===== src/rtl/priv_pkg.sv =====
// rtl/priv_pkg.sv - privilege controller states, fault codes and offset helper
package priv_pkg;

    typedef enum logic [1:0] {
        ST_KERNEL = 2'd0,
        ST_USER   = 2'd1,
        ST_FAULT  = 2'd2
    } priv_state_e;

    localparam logic [2:0] FC_NONE = 3'd0;
    localparam logic [2:0] FC_JUMP = 3'd1;
    localparam logic [2:0] FC_DMEM = 3'd2;
    localparam logic [2:0] FC_RF_W = 3'd3;
    localparam logic [2:0] FC_RF_A = 3'd4;
    localparam logic [2:0] FC_RF_B = 3'd5;

    // First user-space address; the caller truncates to its address width.
    function automatic logic [31:0] ring1_base(input logic [31:0] ring0_last);
        return ring0_last + 32'd1;
    endfunction

endpackage


===== src/rtl/priv_checker.sv =====
// rtl/priv_checker.sv - combinational ring-0 range checks with priority encoding
module priv_checker
    import priv_pkg::*;
#(
    parameter int unsigned           ADDR_W         = 16,
    parameter int unsigned           SEL_W          = 5,
    parameter logic [ADDR_W-1:0]     RING0_LAST     = 'h7FFF,
    parameter logic [ADDR_W-1:0]     RING0_ENTRY    = '0,
    parameter logic [ADDR_W-1:0]     RING0_MEM_LAST = '0,
    parameter logic [SEL_W-1:0]      RING0_REG_LAST = '0
) (
    input  logic              check_en,
    input  logic [ADDR_W-1:0] pc,
    input  logic              jump,
    input  logic [ADDR_W-1:0] jump_target,
    input  logic              dmem_access,
    input  logic [ADDR_W-1:0] dmem_addr,
    input  logic [SEL_W-1:0]  rf_a_sel,
    input  logic [SEL_W-1:0]  rf_b_sel,
    input  logic              rf_we,
    input  logic [SEL_W-1:0]  rf_wsel,
    output logic              violation,
    output logic [2:0]        code,
    output logic [ADDR_W-1:0] addr
);

    always_comb begin
        code = FC_NONE;
        addr = '0;
        if (check_en) begin
            if (jump && (jump_target <= RING0_LAST) && (jump_target != RING0_ENTRY)) begin
                code = FC_JUMP;
                addr = jump_target;
            end else if (dmem_access && (dmem_addr <= RING0_MEM_LAST)) begin
                code = FC_DMEM;
                addr = dmem_addr;
            end else if (rf_we && (rf_wsel <= RING0_REG_LAST)) begin
                code = FC_RF_W;
                addr = pc;
            end else if (rf_a_sel <= RING0_REG_LAST) begin
                code = FC_RF_A;
                addr = pc;
            end else if (rf_b_sel <= RING0_REG_LAST) begin
                code = FC_RF_B;
                addr = pc;
            end
        end
    end

    assign violation = (code != FC_NONE);

endmodule


===== src/rtl/privilege_controller.sv =====
// rtl/privilege_controller.sv - ring-0/ring-1 mode FSM, fault record, offsets and run gate
module privilege_controller
    import priv_pkg::*;
#(
    parameter int unsigned           ADDR_W         = 16,
    parameter int unsigned           SEL_W          = 5,
    parameter logic [ADDR_W-1:0]     RING0_LAST     = 'h7FFF,
    parameter logic [ADDR_W-1:0]     RING0_ENTRY    = '0,
    parameter logic [ADDR_W-1:0]     RING0_MEM_LAST = '0,
    parameter logic [SEL_W-1:0]      RING0_REG_LAST = '0
) (
    input  logic              clock,
    input  logic              reset,
    input  logic              run_in,
    output logic              run_out,
    input  logic [ADDR_W-1:0] pc,
    input  logic              jump,
    input  logic [ADDR_W-1:0] jump_target,
    input  logic              dmem_access,
    input  logic [ADDR_W-1:0] dmem_addr,
    input  logic [SEL_W-1:0]  rf_a_sel,
    input  logic [SEL_W-1:0]  rf_b_sel,
    input  logic              rf_we,
    input  logic [SEL_W-1:0]  rf_wsel,
    input  logic              syscall_req,
    output logic [ADDR_W-1:0] prog_offset,
    output logic [ADDR_W-1:0] data_offset,
    output logic              privileged,
    output logic              fault,
    output logic [2:0]        fault_code,
    output logic [ADDR_W-1:0] fault_addr,
    input  logic              fault_clear,
    output logic [7:0]        viol_count
);

    localparam logic [ADDR_W-1:0] RING1_BASE = ADDR_W'(ring1_base(32'(RING0_LAST)));

    priv_state_e       state_q, state_d;
    logic [2:0]        code_q, code_d;
    logic [ADDR_W-1:0] addr_q, addr_d;
    logic [7:0]        cnt_q, cnt_d;

    logic              viol_now;
    logic [2:0]        chk_code;
    logic [ADDR_W-1:0] chk_addr;

    priv_checker #(
        .ADDR_W        (ADDR_W),
        .SEL_W         (SEL_W),
        .RING0_LAST    (RING0_LAST),
        .RING0_ENTRY   (RING0_ENTRY),
        .RING0_MEM_LAST(RING0_MEM_LAST),
        .RING0_REG_LAST(RING0_REG_LAST)
    ) u_checker (
        .check_en   (state_q == ST_USER),
        .pc         (pc),
        .jump       (jump),
        .jump_target(jump_target),
        .dmem_access(dmem_access),
        .dmem_addr  (dmem_addr),
        .rf_a_sel   (rf_a_sel),
        .rf_b_sel   (rf_b_sel),
        .rf_we      (rf_we),
        .rf_wsel    (rf_wsel),
        .violation  (viol_now),
        .code       (chk_code),
        .addr       (chk_addr)
    );

    always_ff @(posedge clock) begin
        if (reset) begin
            state_q <= ST_KERNEL;
            code_q  <= FC_NONE;
            addr_q  <= '0;
            cnt_q   <= '0;
        end else begin
            state_q <= state_d;
            code_q  <= code_d;
            addr_q  <= addr_d;
            cnt_q   <= cnt_d;
        end
    end

    always_comb begin
        state_d = state_q;
        code_d  = code_q;
        addr_d  = addr_q;
        cnt_d   = cnt_q;
        case (state_q)
            ST_KERNEL: begin
                if (jump && (jump_target > RING0_LAST)) state_d = ST_USER;
            end
            ST_USER: begin
                // A bad jump into ring 0 is a fault even if it also looks like a syscall.
                if (viol_now) begin
                    state_d = ST_FAULT;
                    code_d  = chk_code;
                    addr_d  = chk_addr;
                    if (cnt_q != 8'hFF) cnt_d = cnt_q + 8'd1;
                end else if (jump && (jump_target == RING0_ENTRY)) begin
                    state_d = ST_KERNEL;
                end
            end
            ST_FAULT: begin
                if (fault_clear) state_d = ST_KERNEL;
            end
            default: state_d = ST_KERNEL;
        endcase
    end

    assign privileged  = (state_q == ST_KERNEL);
    assign fault       = (state_q == ST_FAULT);
    assign fault_code  = code_q;
    assign fault_addr  = addr_q;
    assign viol_count  = cnt_q;
    assign data_offset = (state_q == ST_USER) ? RING1_BASE : '0;
    assign prog_offset = ((state_q == ST_USER) && !syscall_req) ? RING1_BASE : '0;
    // Same-cycle gate so the violating instruction never commits.
    assign run_out     = run_in && (state_q != ST_FAULT) && !viol_now;

endmodule


===== config.mk =====
export PLATFORM = sky130hd
export DESIGN_NAME = privilege_controller
export DESIGN_NICKNAME = d
export VERILOG_FILES = /design/src/rtl/priv_pkg.sv /design/src/rtl/priv_checker.sv /design/src/rtl/privilege_controller.sv
export SDC_FILE = /design/constraint.sdc
export NUM_CORES = 1
export LEC_CHECK = 0
export ABC_AREA = 1
export CAP_MARGIN = 25
export CELL_PAD_IN_SITES_DETAIL_PLACEMENT = 2
export CELL_PAD_IN_SITES_GLOBAL_PLACEMENT = 2
export CORE_UTILIZATION = 17
export CTS_CLUSTER_DIAMETER = 150
export DETAILED_ROUTE_END_ITERATION = 10
export GPL_ROUTABILITY_DRIVEN = 0
export PLACE_DENSITY = 0.92
export SLEW_MARGIN = 20
export SYNTH_ARGS = -nofsm -noshare
export SYNTH_HDL_FRONTEND = slang
export SYNTH_SLANG_ARGS = --single-unit

===== constraint.sdc =====
create_clock -name clock -period 2 [get_ports clock]
set_input_delay 0.4 -clock clock [delete_from_list [all_inputs] [get_ports clock]]
set_output_delay 0.4 -clock clock [all_outputs]
set_load 0.005 [all_outputs]

==> flow_summary.ini <==
[outcome]
outcome = complete, no violations

[floorplan]
start_util = 0.178
pin_count = 133
die_h_um = 110
core_area_mm2 = 0.0111
die_w_um = 110
die-area_mm2 = 0.0120
row_count = 38

[detailed_routing]
postRouteAntennaNets = 0
drt_wl_total_mm = 8.40
routedWlPerCell_um = 14.6
vias_per_cell = 4.17
remaining_drc_errors = 0
drtIter0Drc = 34
drt_first_pass_iters = 4
vias = 2402

[grt]
met1_usage = 0.149
grt_pass1_vias = 2616
met3_usage = 0.0249
antenna_found_initial = 0
grt_first_pass_wirelength_mm = 12.8
grt_overflow = 0
grt-busiest-layer = met2
grt_util_all_layers = 0.140
grtUsageMet2 = 0.281
grt_max_degree = 20

[pwr]
p_total_uw = 1800
leakagePower_uw = 0.00144
ir_drop_uv = 391
pwr_density_cell_mw_per_mm2 = 544

[sta]
setup_viol = 0
fin_crit_sh = 0.971
finalHoldViolCount = 0
whs_ns = 0.468
finalWorstPathRequiredPeriod_ns = 1.94
slew_viol_final = 0
clock.fmax_mhz = 515
skew_ns = 0.00445

[place]
portBuffers = 102
dp_cells = 556
hpwl_mm = 6.81

[setup_path]
crit_fanout = 2
crit_arrival_ns = 1.54
startpoint = dmem_addr[14]
crit_path_start_kind = input pin
setup.worst_path.end_class = primary output
path_class = in2out
reg2reg_from = viol_count[0]
worstPathRequired_ns = 1.60

[clocking]
clkTransAtPathRegs_ns = 0.05
hold_buffers = 0
clockBufferDepth = 2
clk_latency_ns = 0.27
cts.sinks = 29
clockRootBuffer = clkbuf_16
cts_tree = yes
cts_buffers = 5
htreeDepth = 2

[cells_and_area]
drive_gt1_frac = 0.225
final_cells = 576
antenna-diode-count = 0
area_delta_synth_final_pct = 67.6
layout.nets = 507
layout_commonest_cell = nand2_1
final_cell_mix = nand2_1, clkdlybuf4s50_1, nor2_1

[synth]
ys_seq_area_frac = 0.294
synth-seq-cells = 29
yosysWarnings = 0
ys_types = 27
synth.avg_cell_area_um2 = 6.44
syn_area_mm2 = 0.00197
syn_inst = 306

[worst_hold_path]
hp-start = fault_addr[8]
min_path_type = reg2reg

[run]
cap_violations = 0
==> power breakdown <==
part	switching (µW)	internal [µW]	total (µW)
clock	263	456	719
sequential	16.8	604	621
combinational	226	232	458
total	506	1290	1800
==> cells by family after synthesis <==
group / count (synthesis) / synth area share
flops: 29 / 0.294
compound gates: 35 / 0.0920
xor+xnor: 5 / 0.0222
fa+ha+maj: 1 / 0.00634
other cells: 1 / 0.00190
simple gates: 174 / 0.385
buf+inv: 61 / 0.199
==> metrics by stage <==
stage	instance area, µm²	setup WS (ns)	utilization	setup TNS, ns
2_1_floorplan	2080	0.229	-	0
3_3_place_gp	3130	-0.628	0.282	-12.40
3_5_place_dp	3130	-0.708	0.282	-15.54
4_1_cts	3320	0.00160	0.300	0
5_1_grt	3310	-0.00879	0.298	-0.00879
6_report	3310	0.0581	0.298	0
==> metal layers <==
metal  routed length (µm)  vias up
met5                    0        -
met3                  433        7
met4                   91        0
met1                 3310     1143
li1                     -     1167
met2                 4570       85
==> final timing paths <==
check                                      to  slack, ns  cells after the start
worst max-delay path                  run_out       0.06                     11
worst min-delay path            fault_addr[8]       0.47                      2
worst max register to register  viol_count[2]       0.21                      8
worst min register to register  fault_addr[8]       0.47                      2
==> worst max-delay path: stages <==
cell	delay (ns)
clkdlybuf4s15_1	0.18
nor2_2	0.09
nand2_1	0.08
nor2_1	0.13
nand2_2	0.12
buf_6	0.14
nand2_4	0.07
nand3_4	0.08
nand3_4	0.10
nor2_2	0.03
buf_2	0.12
==> cells in the mapped netlist, drive strengths merged <==
cell    count  area, µm²
o21ai      13       65.1
nand3b      2       15.0
clkbuf      3       11.3
nor2       50        198
nand2      90        348
and2        1       6.26
buf        38        303
nor3        1       5.00
inv        20       77.6
nor3b       1       7.51
ha          1       12.5
dfxtp      29        581
nand4       7       43.8
nand3      22        135
o22ai       2       12.5
a21oi      20        104
xor2        5       43.8
conb        1       3.75
==> state kept, by name, summed over array words and instances, names as in the netlist <==
signal,count
state_q,2
viol_count,8
fault_addr,16
fault_code,3
==> timing repair <==
item	CTS	global route
endpoints found under the setup margin	30	19
gates resized for setup	94	51
buffers inserted	10	3
pin swaps	45	35
==> final cells by class <==
type / instances / area, µm²
Sequential cell: 29 / 581
Clock buffer: 6 / 129
Timing Repair Buffer: 134 / 1130
Clock inverter: 2 / 10.0
Multi-Input combinational cell: 245 / 1200
Inverter: 20 / 81.3
Tap cell: 140 / 175
Fill cell: 1331 / 7770
Power figures use the tool's default switching activity.
